[src/rtl/fetch_pkg.sv]
// Shared definitions for the instruction fetch slice: widths, reset PC,
// counter sizing, buffer entry type and PC arithmetic helpers.
package fetch_pkg;

  localparam int XLEN        = 32;
  localparam int INSTR_BYTES = 4;
  localparam logic [XLEN-1:0] DEFAULT_RESET_PC = 32'h0000_0000;

  // Width of the outstanding/drop counters. Dropped requests can pile up
  // across back-to-back redirects, so this is sized well above BUF_DEPTH.
  localparam int CNT_W = 8;

  typedef struct packed {
    logic [XLEN-1:0] pc;
    logic [XLEN-1:0] instr;
  } fetch_entry_t;

  // Sequential successor of a fetch address; wraps naturally at 2^32.
  function automatic logic [XLEN-1:0] pc_next(input logic [XLEN-1:0] pc);
    return pc + XLEN'(INSTR_BYTES);
  endfunction

  // Force a target address onto an instruction word boundary.
  function automatic logic [XLEN-1:0] pc_align(input logic [XLEN-1:0] pc);
    return {pc[XLEN-1:2], 2'b00};
  endfunction

endpackage

[src/rtl/fetch_if.sv]
// Handshake bundle between the fetch unit, instruction memory, the branch
// unit (redirect) and decode. master = fetch unit side, slave = environment.
interface fetch_if;
  import fetch_pkg::*;

  logic            imem_req_valid;
  logic            imem_req_ready;
  logic [XLEN-1:0] imem_addr;
  logic            imem_rsp_valid;
  logic [XLEN-1:0] imem_rsp_data;
  logic            redirect_valid;
  logic [XLEN-1:0] redirect_pc;
  logic            out_valid;
  logic            out_ready;
  logic [XLEN-1:0] out_instr;
  logic [XLEN-1:0] out_pc;
  logic [XLEN-1:0] out_pc_plus4;

  modport master (
    output imem_req_valid, imem_addr, out_valid, out_instr, out_pc, out_pc_plus4,
    input  imem_req_ready, imem_rsp_valid, imem_rsp_data,
           redirect_valid, redirect_pc, out_ready
  );

  modport slave (
    input  imem_req_valid, imem_addr, out_valid, out_instr, out_pc, out_pc_plus4,
    output imem_req_ready, imem_rsp_valid, imem_rsp_data,
           redirect_valid, redirect_pc, out_ready
  );

endinterface

[src/rtl/fetch_fifo.sv]
// Circular instruction buffer of DEPTH {pc, instr} entries. Flush empties it
// and takes priority over push/pop; push at full is honoured only together
// with a pop.
module fetch_fifo
  import fetch_pkg::*;
#(
  parameter int DEPTH = 2,
  parameter int CW    = $clog2(DEPTH + 1)
) (
  input  logic         clk,
  input  logic         rst_n,
  input  logic         push,
  input  fetch_entry_t push_data,
  input  logic         pop,
  input  logic         flush,
  output fetch_entry_t head,
  output logic         full,
  output logic         empty,
  output logic [CW-1:0] count
);

  localparam int PTR_W = (DEPTH > 1) ? $clog2(DEPTH) : 1;

  fetch_entry_t     mem_r [DEPTH];
  logic [PTR_W-1:0] wr_ptr_r;
  logic [PTR_W-1:0] rd_ptr_r;
  logic [CW-1:0]    count_r;
  logic             do_push_s;
  logic             do_pop_s;

  function automatic logic [PTR_W-1:0] ptr_inc(input logic [PTR_W-1:0] p);
    if (p == PTR_W'(DEPTH - 1)) begin
      return {PTR_W{1'b0}};
    end else begin
      return p + PTR_W'(1);
    end
  endfunction

  assign empty     = (count_r == {CW{1'b0}});
  assign full      = (count_r == CW'(DEPTH));
  assign count     = count_r;
  assign head      = mem_r[rd_ptr_r];
  assign do_pop_s  = pop && !empty && !flush;
  assign do_push_s = push && (!full || do_pop_s) && !flush;

  // Entry storage: write the incoming word at the tail.
  always_ff @(posedge clk or negedge rst_n) begin
    if (!rst_n) begin
      for (int i = 0; i < DEPTH; i++) begin
        mem_r[i] <= {(2*XLEN){1'b0}};
      end
    end else if (do_push_s) begin
      mem_r[wr_ptr_r] <= push_data;
    end
  end

  // Pointer and occupancy bookkeeping, flush returns to empty.
  always_ff @(posedge clk or negedge rst_n) begin
    if (!rst_n) begin
      wr_ptr_r <= {PTR_W{1'b0}};
      rd_ptr_r <= {PTR_W{1'b0}};
      count_r  <= {CW{1'b0}};
    end else if (flush) begin
      wr_ptr_r <= {PTR_W{1'b0}};
      rd_ptr_r <= {PTR_W{1'b0}};
      count_r  <= {CW{1'b0}};
    end else begin
      if (do_push_s) wr_ptr_r <= ptr_inc(wr_ptr_r);
      if (do_pop_s)  rd_ptr_r <= ptr_inc(rd_ptr_r);
      case ({do_push_s, do_pop_s})
        2'b10:   count_r <= count_r + CW'(1);
        2'b01:   count_r <= count_r - CW'(1);
        default: count_r <= count_r;
      endcase
    end
  end

endmodule

[src/rtl/fetch_unit.sv]
// Instruction fetch unit: PC sequencing, credit-limited request issue,
// redirect handling with in-flight response dropping, and a small buffer
// towards decode. Optional macro FETCH_PERF_EN adds a saturating count of
// cycles where decode was ready but no instruction was available.
module fetch_unit
  import fetch_pkg::*;
#(
  parameter logic [XLEN-1:0] RESET_PC  = DEFAULT_RESET_PC,
  parameter int              BUF_DEPTH = 2
) (
  input  logic            clk,
  input  logic            rst_n,
`ifdef FETCH_PERF_EN
  output logic [XLEN-1:0] perf_stall_cnt,
`endif
  fetch_if.master         bus
);

  localparam int FCW = $clog2(BUF_DEPTH + 1);

  logic [XLEN-1:0]  pc_r;          // next address to request
  logic [XLEN-1:0]  rsp_pc_r;      // fetch address of the next live response
  logic [CNT_W-1:0] outstanding_r; // every request not yet answered
  logic [CNT_W-1:0] drop_r;        // of those, how many are stale
  logic             run_r;         // low for the first edge after reset

  logic [CNT_W-1:0] live_s;
  logic [CNT_W-1:0] used_s;
  logic             req_valid_s;
  logic             fire_s;
  logic             push_s;
  logic             pop_s;
  logic             full_s;
  logic             empty_s;
  logic [FCW-1:0]   count_s;
  fetch_entry_t     head_s;
  fetch_entry_t     push_entry_s;

  // Credits: live requests plus buffered words, net of this cycle's pop,
  // must leave room for one more. Stale requests hold no buffer space,
  // which lets the first post-redirect fetch go out immediately.
  assign live_s      = outstanding_r - drop_r;
  assign pop_s       = !empty_s && bus.out_ready;
  assign used_s      = live_s + CNT_W'(count_s) - CNT_W'(pop_s);
  assign req_valid_s = run_r && !bus.redirect_valid && (used_s < CNT_W'(BUF_DEPTH));
  assign fire_s      = req_valid_s && bus.imem_req_ready;

  // A response is kept only when nothing marks it stale.
  assign push_s = bus.imem_rsp_valid && !bus.redirect_valid &&
                  (drop_r == {CNT_W{1'b0}}) && (!full_s || pop_s);
  assign push_entry_s = '{pc: rsp_pc_r, instr: bus.imem_rsp_data};

  fetch_fifo #(
    .DEPTH (BUF_DEPTH),
    .CW    (FCW)
  ) u_fifo (
    .clk       (clk),
    .rst_n     (rst_n),
    .push      (push_s),
    .push_data (push_entry_s),
    .pop       (pop_s),
    .flush     (bus.redirect_valid),
    .head      (head_s),
    .full      (full_s),
    .empty     (empty_s),
    .count     (count_s)
  );

  assign bus.imem_req_valid = req_valid_s;
  assign bus.imem_addr      = pc_r;
  assign bus.out_valid      = !empty_s;
  assign bus.out_instr      = head_s.instr;
  assign bus.out_pc         = head_s.pc;
  assign bus.out_pc_plus4   = pc_next(head_s.pc);

  // PC, response address, outstanding and drop accounting.
  always_ff @(posedge clk or negedge rst_n) begin
    if (!rst_n) begin
      pc_r          <= RESET_PC;
      rsp_pc_r      <= RESET_PC;
      outstanding_r <= {CNT_W{1'b0}};
      drop_r        <= {CNT_W{1'b0}};
      run_r         <= 1'b0;
    end else begin
      run_r         <= 1'b1;
      outstanding_r <= outstanding_r + CNT_W'(fire_s) - CNT_W'(bus.imem_rsp_valid);
      if (bus.redirect_valid) begin
        pc_r     <= pc_align(bus.redirect_pc);
        rsp_pc_r <= pc_align(bus.redirect_pc);
        // Everything still in flight after this cycle is now stale.
        drop_r   <= outstanding_r - CNT_W'(bus.imem_rsp_valid);
      end else begin
        if (fire_s) pc_r <= pc_next(pc_r);
        if (push_s) rsp_pc_r <= pc_next(rsp_pc_r);
        if (bus.imem_rsp_valid && (drop_r != {CNT_W{1'b0}})) begin
          drop_r <= drop_r - CNT_W'(1);
        end
      end
    end
  end

`ifdef FETCH_PERF_EN
  logic [XLEN-1:0] perf_stall_cnt_r;

  // Saturating count of cycles decode waited on an empty buffer.
  always_ff @(posedge clk or negedge rst_n) begin
    if (!rst_n) begin
      perf_stall_cnt_r <= {XLEN{1'b0}};
    end else if (bus.out_ready && empty_s && (perf_stall_cnt_r != {XLEN{1'b1}})) begin
      perf_stall_cnt_r <= perf_stall_cnt_r + XLEN'(1);
    end
  end

  assign perf_stall_cnt = perf_stall_cnt_r;
`endif

endmodule

[src/flat_wrapper.sv]
// flat-port wrapper written by rule: the top's interface ports become plain ports
module fetch_unit_flat import fetch_pkg::*;
#(
  parameter logic [XLEN-1:0] RESET_PC  = DEFAULT_RESET_PC,
  parameter int              BUF_DEPTH = 2
)
  (clk, rst_n, bus_imem_req_valid, bus_imem_addr, bus_out_valid, bus_out_instr, bus_out_pc, bus_out_pc_plus4, bus_imem_req_ready, bus_imem_rsp_valid, bus_imem_rsp_data, bus_redirect_valid, bus_redirect_pc, bus_out_ready);
  fetch_if bus_i ();
  input  logic clk;
  input  logic rst_n;
  output wire logic [$bits(bus_i.imem_req_valid)-1:0] bus_imem_req_valid;
  output wire logic [$bits(bus_i.imem_addr)-1:0] bus_imem_addr;
  output wire logic [$bits(bus_i.out_valid)-1:0] bus_out_valid;
  output wire logic [$bits(bus_i.out_instr)-1:0] bus_out_instr;
  output wire logic [$bits(bus_i.out_pc)-1:0] bus_out_pc;
  output wire logic [$bits(bus_i.out_pc_plus4)-1:0] bus_out_pc_plus4;
  input wire logic [$bits(bus_i.imem_req_ready)-1:0] bus_imem_req_ready;
  input wire logic [$bits(bus_i.imem_rsp_valid)-1:0] bus_imem_rsp_valid;
  input wire logic [$bits(bus_i.imem_rsp_data)-1:0] bus_imem_rsp_data;
  input wire logic [$bits(bus_i.redirect_valid)-1:0] bus_redirect_valid;
  input wire logic [$bits(bus_i.redirect_pc)-1:0] bus_redirect_pc;
  input wire logic [$bits(bus_i.out_ready)-1:0] bus_out_ready;
  assign bus_imem_req_valid = bus_i.imem_req_valid;
  assign bus_imem_addr = bus_i.imem_addr;
  assign bus_out_valid = bus_i.out_valid;
  assign bus_out_instr = bus_i.out_instr;
  assign bus_out_pc = bus_i.out_pc;
  assign bus_out_pc_plus4 = bus_i.out_pc_plus4;
  assign bus_i.imem_req_ready = bus_imem_req_ready;
  assign bus_i.imem_rsp_valid = bus_imem_rsp_valid;
  assign bus_i.imem_rsp_data = bus_imem_rsp_data;
  assign bus_i.redirect_valid = bus_redirect_valid;
  assign bus_i.redirect_pc = bus_redirect_pc;
  assign bus_i.out_ready = bus_out_ready;
  fetch_unit #(.RESET_PC(RESET_PC), .BUF_DEPTH(BUF_DEPTH)) u_core (.clk(clk), .rst_n(rst_n), .bus(bus_i));
endmodule
[config.mk]
export PLATFORM = sky130hd
export DESIGN_NAME = fetch_unit_flat
export DESIGN_NICKNAME = d
export VERILOG_FILES = /design/src/rtl/fetch_pkg.sv /design/src/rtl/fetch_if.sv /design/src/rtl/fetch_fifo.sv /design/src/rtl/fetch_unit.sv /design/src/flat_wrapper.sv
export SDC_FILE = /design/constraint.sdc
export NUM_CORES = 1
export LEC_CHECK = 0
export ABC_AREA = 1
export ABC_CLOCK_PERIOD_IN_PS = 7800
export CAP_MARGIN = 20
export CORE_MARGIN = 2
export CORE_UTILIZATION = 40
export CTS_BUF_LIST = sky130_fd_sc_hd__clkbuf_2
export CTS_CLUSTER_DIAMETER = 120
export DETAILED_ROUTE_END_ITERATION = 7
export GPL_ROUTABILITY_DRIVEN = 0
export SLEW_MARGIN = 20
export SYNTH_ARGS = -nofsm -noshare
export SYNTH_HDL_FRONTEND = slang
export SYNTH_SLANG_ARGS = --single-unit
[constraint.sdc]
create_clock -name clk -period 7.8 [get_ports clk]
set_input_delay 1.17 -clock clk [delete_from_list [all_inputs] [get_ports clk]]
set_output_delay 1.17 -clock clk [all_outputs]
set_load 0.02 [all_outputs]
==> Word-level counts from Yosys, hierarchy flattened <==
Cells that the tools add are included.
{ "word_totals": {"reg_bits": 213, "elab_cells": 82, "out_inout_bits": 130, "inputBits": 70} }
{ "op_classes": {"bitwise_logic": 2, "n_reduce_logical": 27, "eq_ne": 3, "magnitude_cmp": 4, "n_addsub": 14, "muxes": 20} }
{ "ops": {"columns": ["op", "n"], "rows": [
  ["$mux 64", 4],
  ["$bwmux 128", 1],
  ["$mux 32", 4],
  ["$add 32x3->32 const B", 3],
  ["$demux 64 s1", 1],
  ["$sub 8x1->8", 3],
  ["$mux 8", 2],
  ["$logic_and 1x1->1", 13],
  ["$reduce_bool 2->1", 5],
  ["$add 8x1->8", 1],
  ["$add 8x2->8", 1],
  ["$logic_not 8->1", 1],
  ["$lt 8x2->1 const B", 1],
  ["$reduce_bool 8->1", 1],
  ["$sub 8x1->8 const B", 1],
  ["$sub 8x8->8", 1],
  ["$mux 1", 6],
  ["$eq 2x2->1 const B", 2],
  ["$ge 2x2->1 const B", 2],
  ["$not 1->2", 2],
  ["$pmux 2 s2", 1],
  ["$logic_not 1->1", 3],
  ["$reduce_bool 3->1", 1],
  ["$add 1x1->1 const B", 2],
  ["7 further kinds", 8]
]} }

==> Logic depth before layout (Yosys ltp) <==
Gate-level depths: netlist of run 1.
{ "depth": {"ltp_word": 11, "ltp_mapped": 29, "mapped_depth_nobuf": 28} }

==> Hierarchy <==
Synthesis of run 1 repeated with hierarchy kept, for this count alone.
{ "hier_totals": {"hier_cells": 1848, "area_unflattened_um2": 13098.8} }
{ "modules_own_cells": {"columns": ["mod", "cells_per_inst", "area_per_inst_um2", "instances"], "rows": [
  ["fetch_unit", 1032, 6834.1, 1],
  ["fetch_fifo", 816, 6264.8, 1]
]} }

==> Worst setup path after synthesis of run 1 <==
No wires, ideal clock.
{ "synth_timing": {"path_kind": "input to register", "startpoint": "in bus_out_ready", "endpoint": "reg u_core.outstanding_r[6]", "arrival_ns": 4.880, "path_slack_ns": 2.795, "cell_stages": 27, "cell_sequence": "nand2_1 -> fa_1 -> inv_1 -> fa_1 -> nor2_2 -> inv_1 -> fa_1 -> inv_1 -> nand3_1 -> nand2_1 -> nand2_1 -> nand2_1 -> nand3_1 -> nor2_1 -> nand4_2 -> buf_2 -> inv_1 -> ha_1 -> inv_1 -> fa_1 -> nor2_1 -> o21ai_0 -> nand2_1 -> nand2_1 -> a21oi_1 -> nor2_1 -> xor2_1"} }
{ "synth_via": {"elab_chain_cells": 7} }
{ "synth_lines": {"columns": ["item", "line_no", "rtl"], "rows": [
  ["from (decl)", "flat_wrapper.sv:22", "input wire logic [$bits(bus_i.out_ready)-1:0] bus_out_ready;"],
  ["$logic_and 1x1->1", "fetch_unit.sv:43", "assign pop_s = !empty_s && bus.out_ready;"],
  ["$sub 8x1->8", "fetch_unit.sv:44", "assign used_s = live_s + CNT_W'(count_s) - CNT_W'(pop_s);"],
  ["$lt 8x2->1", "fetch_unit.sv:45", "assign req_valid_s = run_r && !bus.redirect_valid && (used_s < CNT_W'(BUF_DEPTH));"],
  ["$logic_and 1x1->1", "fetch_unit.sv:45", null],
  ["$logic_and 1x1->1", "fetch_unit.sv:46", "assign fire_s = req_valid_s && bus.imem_req_ready;"],
  ["$add 8x1->8", "fetch_unit.sv:86", "outstanding_r <= outstanding_r + CNT_W'(fire_s) - CNT_W'(bus.imem_rsp_valid);"],
  ["$sub 8x1->8", "fetch_unit.sv:86", null],
  ["to (signal assigned)", "fetch_unit.sv:81", "outstanding_r <= {CNT_W{1'b0}};"],
  ["to (signal assigned)", "fetch_unit.sv:86", null],
  ["to (decl)", "fetch_unit.sv:23", "logic [CNT_W-1:0] outstanding_r;"]
]} }
Every way passes these cells.
A chain may end at the register's enable or synchronous reset.

==> Worst setup path in the final report of run 1 <==
{ "layout_timing": {"startpoint": "in bus_out_ready", "endpoint": "out bus_imem_req_valid"} }
{ "layout_via": {"elab_chain_cells": 4} }
{ "layout_lines": {"columns": ["item", "line_no", "rtl"], "rows": [
  ["$logic_and 1x1->1", "fetch_unit.sv:43", null],
  ["$sub 8x1->8", "fetch_unit.sv:44", null],
  ["$lt 8x2->1", "fetch_unit.sv:45", null],
  ["$logic_and 1x1->1", "fetch_unit.sv:45", null],
  ["to (decl)", "flat_wrapper.sv:11", "output wire logic [$bits(bus_i.imem_req_valid)-1:0] bus_imem_req_valid;"]
]} }
Every way passes these cells.

==> results.yml, run 1 <==
cts:
  tritoncts.num_buffers: 58
  clock_path_buffers: 3
  cts.root.buffer_cell: "clkbuf_2"
  post-cts-setup-buffers: 0
  clkSlewWorstSetupHoldPaths_ns: 0.11
  clkSinkCount: 205
  cts_tree: "yes"
  skew_pair_late_insertion_delay_ns: 0.89
  cts_hold_buf: 0
  h-tree-depth: 2
  post_cts_resized: 0
placement:
  detailedPlacementHpwl_mm: 24.4
  dpl_cell_area_um2: 14600
  portBuffers: 191
  dp_worst_setup_slack_ns: 1.88
worst_setup_path:
  r2r-start: "u_core.u_fifo.count[0]$_DFFE_PN0P_"
  timing.reg2reg.setup_slack_ns: 2.92
  crit_path_end_kind: "primary output"
  setup.worst_path.class: "in2out"
  crit_path_max_fanout: 4
  worst-endpoint-required_ns: 6.63
  timing.critical_path.from: "bus_out_ready"
  worstSetupEndpoint: "bus_imem_req_valid"
  critical_path.reg2reg.endpoint: "u_core.outstanding_r[6]$_DFF_PN0_"
  cp_data_arrival_time_ns: 4.73
  worst_setup_path_start_kind: "input port"
  worst-r2r-cell-count: 29
die:
  fp.dieArea_um2: 32900
  coreArea_um2: 30700
  initial_core_utilization: 0.409
  io_pins: 200
  chipHeight_um: 181
  core.rowCount: 64
  dieWidth_um: 181
sta:
  max_slew_margin: 0.387
  setup_ws_ns: 1.90
  clock_skew_ns: 0.0906
  drv_slew: 0
  hold_viol: 0
  tightest_slew_ns: 0.920
  hold-worst-slack_ns: 0.382
  grt_setup_unrepaired: "no"
  setup_viol_count_final: 0
  max_clock_freq_mhz: 170
  layout_min_cycle_time_ns: 5.90
  setup-tns-final_ns: 0
  finalCritPeriodShare: 0.756
global_routing:
  grt_pass1_wl_mm: 57.0
  grt_max_degree: 106
  initial_antenna_violation_count: 1
  grt_util_all_layers: 0.212
  grt_pass1_vias: 10900
  globalRouteOverflowTotal: 0
synthesis:
  synth.distinct_cells: 52
  mappedNetlistArea_um2: 12600
  synthArstFlopShare: 1.00
  post_synth_inst_count: 1702
  synth.ff_latch_count: 205
  synth_sequential_area_ratio: 0.408
  synth_ff_type: "dfrtp_1"
  synth.avg_cell_area_um2: 7.38
  yosysWarningCount: 0
  number_of_synthesized_flops_with_an_enable_pin: 0
detailed_routing:
  route.detailed.vias_per_inst: 4.95
  routed-via-count: 11600
  avgRoutedWirePerCell_um: 15.0
  antenna_violating_nets_post_route: 0
  drt_iter0_markers: 889
  first_pass_iters: 8
  total_detailed_routing_wirelength_mm: 35.1
  route.detailed.drc: 0
cells_and_area:
  final_nets: 2002
  synthToLayoutAreaGrowth_pct: 20.4
  post-route-cell-area_um2: 15100
  post_route_cells_drive_above_1_share: 0.0970
power:
  power.leakage_uw: 0.00733
  power_uw: 4120
  cellPowerDensity_nw_per_um2: 272
  irDropWorstVdd_uv: 155
job:
  cap_violations: 0
worst_hold_path:
  worstHoldPathType: "in2async"
outcome:
  outcome: "finished clean"
layout make-up:
type,instances,area (um^2)
Multi-Input combinational cell,1232,6260
Clock inverter,17,75.1
Fill cell,3163,15600
Tap cell,396,495
Sequential cell,205,5130
Timing Repair Buffer,199,1980
Clock buffer,87,435
Inverter,198,746
Antenna cell,2,5.00
sequential cells by signal, indices dropped and copies added (netlist names):
register	flops
u_core.u_fifo.wr_ptr_r	1
u_core.run_r	1
u_core.u_fifo.rd_ptr_r	1
u_core.drop_r	8
u_core.u_fifo.mem_r	124
u_core.bus.imem_addr	30
u_core.u_fifo.count	2
u_core.outstanding_r	8
u_core.rsp_pc_r	30
kinds of logic after synthesis:
kind of cell	Yosys count	synth area share
buffers and inverters	270	0.0954
AOI/OAI and AO/OA	251	0.111
other	2	0.000598
xor gates and xnor gates	63	0.0439
adders and majority gates	38	0.0408
and+or+nand+nor	873	0.300
DFF	205	0.408
cell usage after synthesis, types with 21 or more instances:
master | n | area (um^2)
nand2_1 | 583 | 2190
clkbuf_1 | 29 | 109
nand2_2 | 23 | 144
xor2_1 | 49 | 429
nor3_1 | 21 | 105
ha_1 | 33 | 413
dfrtp_1 | 205 | 5130
o21ai_1 | 56 | 280
nor2_1 | 85 | 319
inv_1 | 181 | 679
nand4_1 | 24 | 150
o21ai_0 | 127 | 636
a21oi_1 | 22 | 110
nand3_1 | 85 | 425
cells in the final DEF (no fill, tap or decap), types with 24 or more instances in the layout:
master	count
clkbuf_2	87
nand4_1	24
o21ai_1	57
ha_1	33
o21ai_0	126
dfrtp_1	204
nand2_1	583
nand3_1	85
nor2_1	85
inv_1	181
clkdlybuf4s50_1	189
xor2_1	49
critical path, stage by stage:
cell	delay, ns
clkdlybuf4s50_1	0.49
nand2_1	0.12
fa_1	0.50
inv_1	0.05
fa_1	0.45
nor2_2	0.17
inv_1	0.07
fa_1	0.40
inv_1	0.07
nand3_1	0.08
nand2_1	0.10
nand2_1	0.05
nand2_1	0.06
nand3_1	0.07
nor2_1	0.14
and3_1	0.17
clkdlybuf4s50_1	0.60
routing by layer:
layer / GRT usage / up-vias / wire (um)
met3: 0.0399 / 54 / 2200
met1: 0.314 / 5319 / 17400
met5: 0 / - / 0
met4: 0.0514 / 0 / 629
met2: 0.320 / 373 / 14800
li1: - / 5822 / -
per-stage QoR:
stage          cells  utilization
3_5_place_dp    2230        0.475
6_report        2336        0.492
4_1_cts         2334        0.492
3_3_place_gp    2229        0.475
2_1_floorplan   1707            -
5_1_grt         2336        0.492
report_power, final:
part	total (uW)	internal, uW	switching (uW)	leakage, uW
Clock	779	300	479	0.000394
Combinational	1980	797	1190	0.00422
Sequential	1360	1220	145	0.00271
worst min path at each step:
stage / end / from / slack (ns) / cells after the start
after global routing: u_core.u_fifo.mem_r[30]$_DFFE_PN0P_ / rst_n / 0.36 / 1
final: u_core.u_fifo.mem_r[23]$_DFFE_PN0P_ / rst_n / 0.38 / 1
after global placement: u_core.u_fifo.mem_r[42]$_DFFE_PN0P_ / u_core.u_fifo.mem_r[42]$_DFFE_PN0P_ / 0.46 / 2
after detailed placement: u_core.u_fifo.mem_r[40]$_DFFE_PN0P_ / u_core.u_fifo.mem_r[40]$_DFFE_PN0P_ / 0.47 / 2
after floorplan: u_core.u_fifo.mem_r[40]$_DFFE_PN0P_ / u_core.u_fifo.mem_r[40]$_DFFE_PN0P_ / 0.45 / 2
after CTS: u_core.u_fifo.mem_r[81]$_DFFE_PN0P_ / rst_n / 0.35 / 1
Note: power is estimated with default switching activity, not from simulation.
==> inputs of run 2 (changes only) <==
--- a/config.mk
+++ b/config.mk
@@ -6,7 +6,7 @@
 export NUM_CORES = 1
 export LEC_CHECK = 0
 export ABC_AREA = 1
-export ABC_CLOCK_PERIOD_IN_PS = 7800
+export ABC_CLOCK_PERIOD_IN_PS = 5200
 export CAP_MARGIN = 20
 export CORE_MARGIN = 2
 export CORE_UTILIZATION = 40
==> constraint.sdc (replaced) <==
create_clock -name clk -period 5.2 [get_ports clk]
set_input_delay 0.78 -clock clk [delete_from_list [all_inputs] [get_ports clk]]
set_output_delay 0.78 -clock clk [all_outputs]
set_load 0.02 [all_outputs]
==> run 2 against run 1 <==
- highest routed layer unchanged
- critical path depth fell by 6
- clock skew fell by 0.054 ns
- count of clock-buffer cells in the layout fell by 5
==> results.yml, run 2 (synthesis results as in run 1) <==
worst_setup_path:
  crit_path_max_incr_delay_ns: 0.66
  r2r-start: "u_core.u_fifo.count[1]$_DFFE_PN0P_"
  worst_setup_path_start_kind: "register"
  setup.worst_path.class: "reg2out"
  worst-endpoint-required_ns: 4.42
  crit_path_max_fanout: 36
  cp_data_arrival_time_ns: 4.08
  timing.critical_path.slowest_stage_cell: "dfrtp_4"
  crit_path_cells: "inv_6 -> nand2_2 -> nand2_2 -> ha_1 -> nand2_1 -> nor2_1 -> inv_1 -> nor2_2 -> nand4_1 -> xor2_1 -> clkdlybuf4s50_1"
  cpMostUsedCell: "nand2_2"
  timing.critical_path.from: "u_core.u_fifo.rd_ptr_r$_DFFE_PN0P_"
  crit_path_end_kind: "primary output"
cts:
  tritoncts.num_buffers: 55
  cts_tree: "yes"
  cts.root.buffer_cell: "clkbuf_2"
  clock_path_buffers: 3
  h-tree-depth: 2
  clkSinkCount: 205
  clkSlewWorstSetupHoldPaths_ns: 0.09
  skew_pair_late_insertion_delay_ns: 0.83
sta:
  clock_skew_ns: 0.0364
  hold-worst-slack_ns: 0.488
  max_slew_margin: 0.274
  setup-tns-final_ns: 0
  drv_slew: 0
  max_clock_freq_mhz: 206
  grt_setup_unrepaired: "no"
  hold_viol: 0
  setup_viol_count_final: 0
  tightest_slew_ns: 1.08
  setup_ws_ns: 0.339
  layout_min_cycle_time_ns: 4.86
  finalCritPeriodShare: 0.935
die:
  io_pins: 200
  core.rowCount: 64
  chipHeight_um: 181
  coreArea_um2: 30700
  fp.dieArea_um2: 32900
  initial_core_utilization: 0.409
  dieWidth_um: 181
detailed_routing:
  routed-via-count: 11500
  route.detailed.drc: 0
  detail_route.wirelength.met1_mm: 17.0
  drt_iter0_markers: 731
  first_pass_iters: 5
  route.detailed.vias_per_inst: 4.96
  antenna_violating_nets_post_route: 0
  avgRoutedWirePerCell_um: 14.9
  top_routing_layer_used: "met4"
  dr_wl_met3_mm: 2.27
  total_detailed_routing_wirelength_mm: 34.6
  met2WireLength_mm: 14.8
outcome:
  outcome: "finished clean"
cells_and_area:
  multi_input_area_um2: 6270
  final_nets: 2004
  max_flop_register: "u_core.u_fifo.mem_r"
  regArea_um2: 5130
  most_common_cell_after_layout_fill_and_taps_aside: "nand2_1"
  synthToLayoutAreaGrowth_pct: 20.4
  mostFrequentLayoutCells: "nand2_1, dfrtp_1, clkdlybuf4s50_1"
  post_route_cells_drive_above_1_share: 0.0976
  fillCellCount: 3161
  largest_register_ffs: 124
worst_hold_path:
  min_from: "u_core.u_fifo.mem_r[41]$_DFFE_PN0P_"
  worstHoldPathType: "reg2reg"
placement:
  detailedPlacementHpwl_mm: 24.7
  portBuffers: 191
  dp_worst_setup_slack_ns: 0.0710
power:
  power.leakage_uw: 0.00731
  cellPowerDensity_nw_per_um2: 405
  irDropWorstVdd_uv: 272
job:
  cap_violations: 0
global_routing:
  grt_util_all_layers: 0.210
  globalRouteOverflowTotal: 0
  grt_pass1_wl_mm: 56.5
  initial_antenna_violation_count: 1
  grt_pass1_vias: 11000
  grt_max_degree: 125
## run 2: repair_timing
action / 4_1_cts / 5_1_grt
hold buffers: 1 / 0
buffers inserted: 0 / 0
resized for setup: 2 / 5
setup endpoints to repair: 2 / 2
endpoints found under the hold margin: 76 / 0
## run 2: cell type report
| cell class | count | area share |
|---|---|---|
| multi-input cells | 1232 | 0.415 |
| flip-flops and latches | 205 | 0.339 |
| repair buffers | 204 | 0.134 |
| inverters | 198 | 0.0494 |
| well taps | 396 | 0.0327 |
| clock buffers | 82 | 0.0271 |
| clock inverters | 5 | 0.00306 |
| diodes | 1 | 0.000165 |
## run 2: layer usage
layer  up-vias  track usage
li1       5795            -
met3        46       0.0377
met5         -            0
met1      5301        0.309
met2       375        0.319
met4         0       0.0569
## run 2: worst max-delay path: cells and delay by family, from the launching register on
family	cells	cell delay, ns
buffers and inverters	3	1.15
AND/OR/NAND/NOR	6	1.03
flip-flops	1	0.66
adder cells (fa/ha/maj)	1	0.27
XOR/XNOR	1	0.15
## run 2: per-stage QoR
| step | total power [uW] | instance area [um^2] | utilization | cells |
|---|---|---|---|---|
| finish | 6140 | 15100 | 0.492 | 2323 |
| global route | 6710 | 15100 | 0.492 | 2323 |
| detailed placement | 5050 | 14600 | 0.476 | 2234 |
| floorplan | 4090 | 12600 | - | 1707 |
| CTS | 6210 | 15100 | 0.492 | 2322 |
| global placement | 5010 | 14600 | 0.476 | 2234 |
## run 2: worst paths after layout
| kind | endpoint | slack, ns | cells past startpoint |
|---|---|---|---|
| max in group asynchronous | u_core.u_fifo.mem_r[66]$_DFFE_PN0P_ | 3.62 | 3 |
| min reg2reg | u_core.u_fifo.mem_r[41]$_DFFE_PN0P_ | 0.49 | 2 |
| min | u_core.u_fifo.mem_r[41]$_DFFE_PN0P_ | 0.49 | 2 |
| max reg2reg | u_core.outstanding_r[6]$_DFF_PN0_ | 0.78 | 28 |
| min in group asynchronous | u_core.u_fifo.mem_r[77]$_DFFE_PN0P_ | 0.53 | 2 |
| max | bus_out_pc_plus4[26] | 0.34 | 11 |
## run 2: power breakdown
part | total, uW | internal [uW] | switching (uW)
Sequential | 2070 | 1830 | 238
Combinational | 2960 | 1210 | 1750
Clock | 1110 | 457 | 654
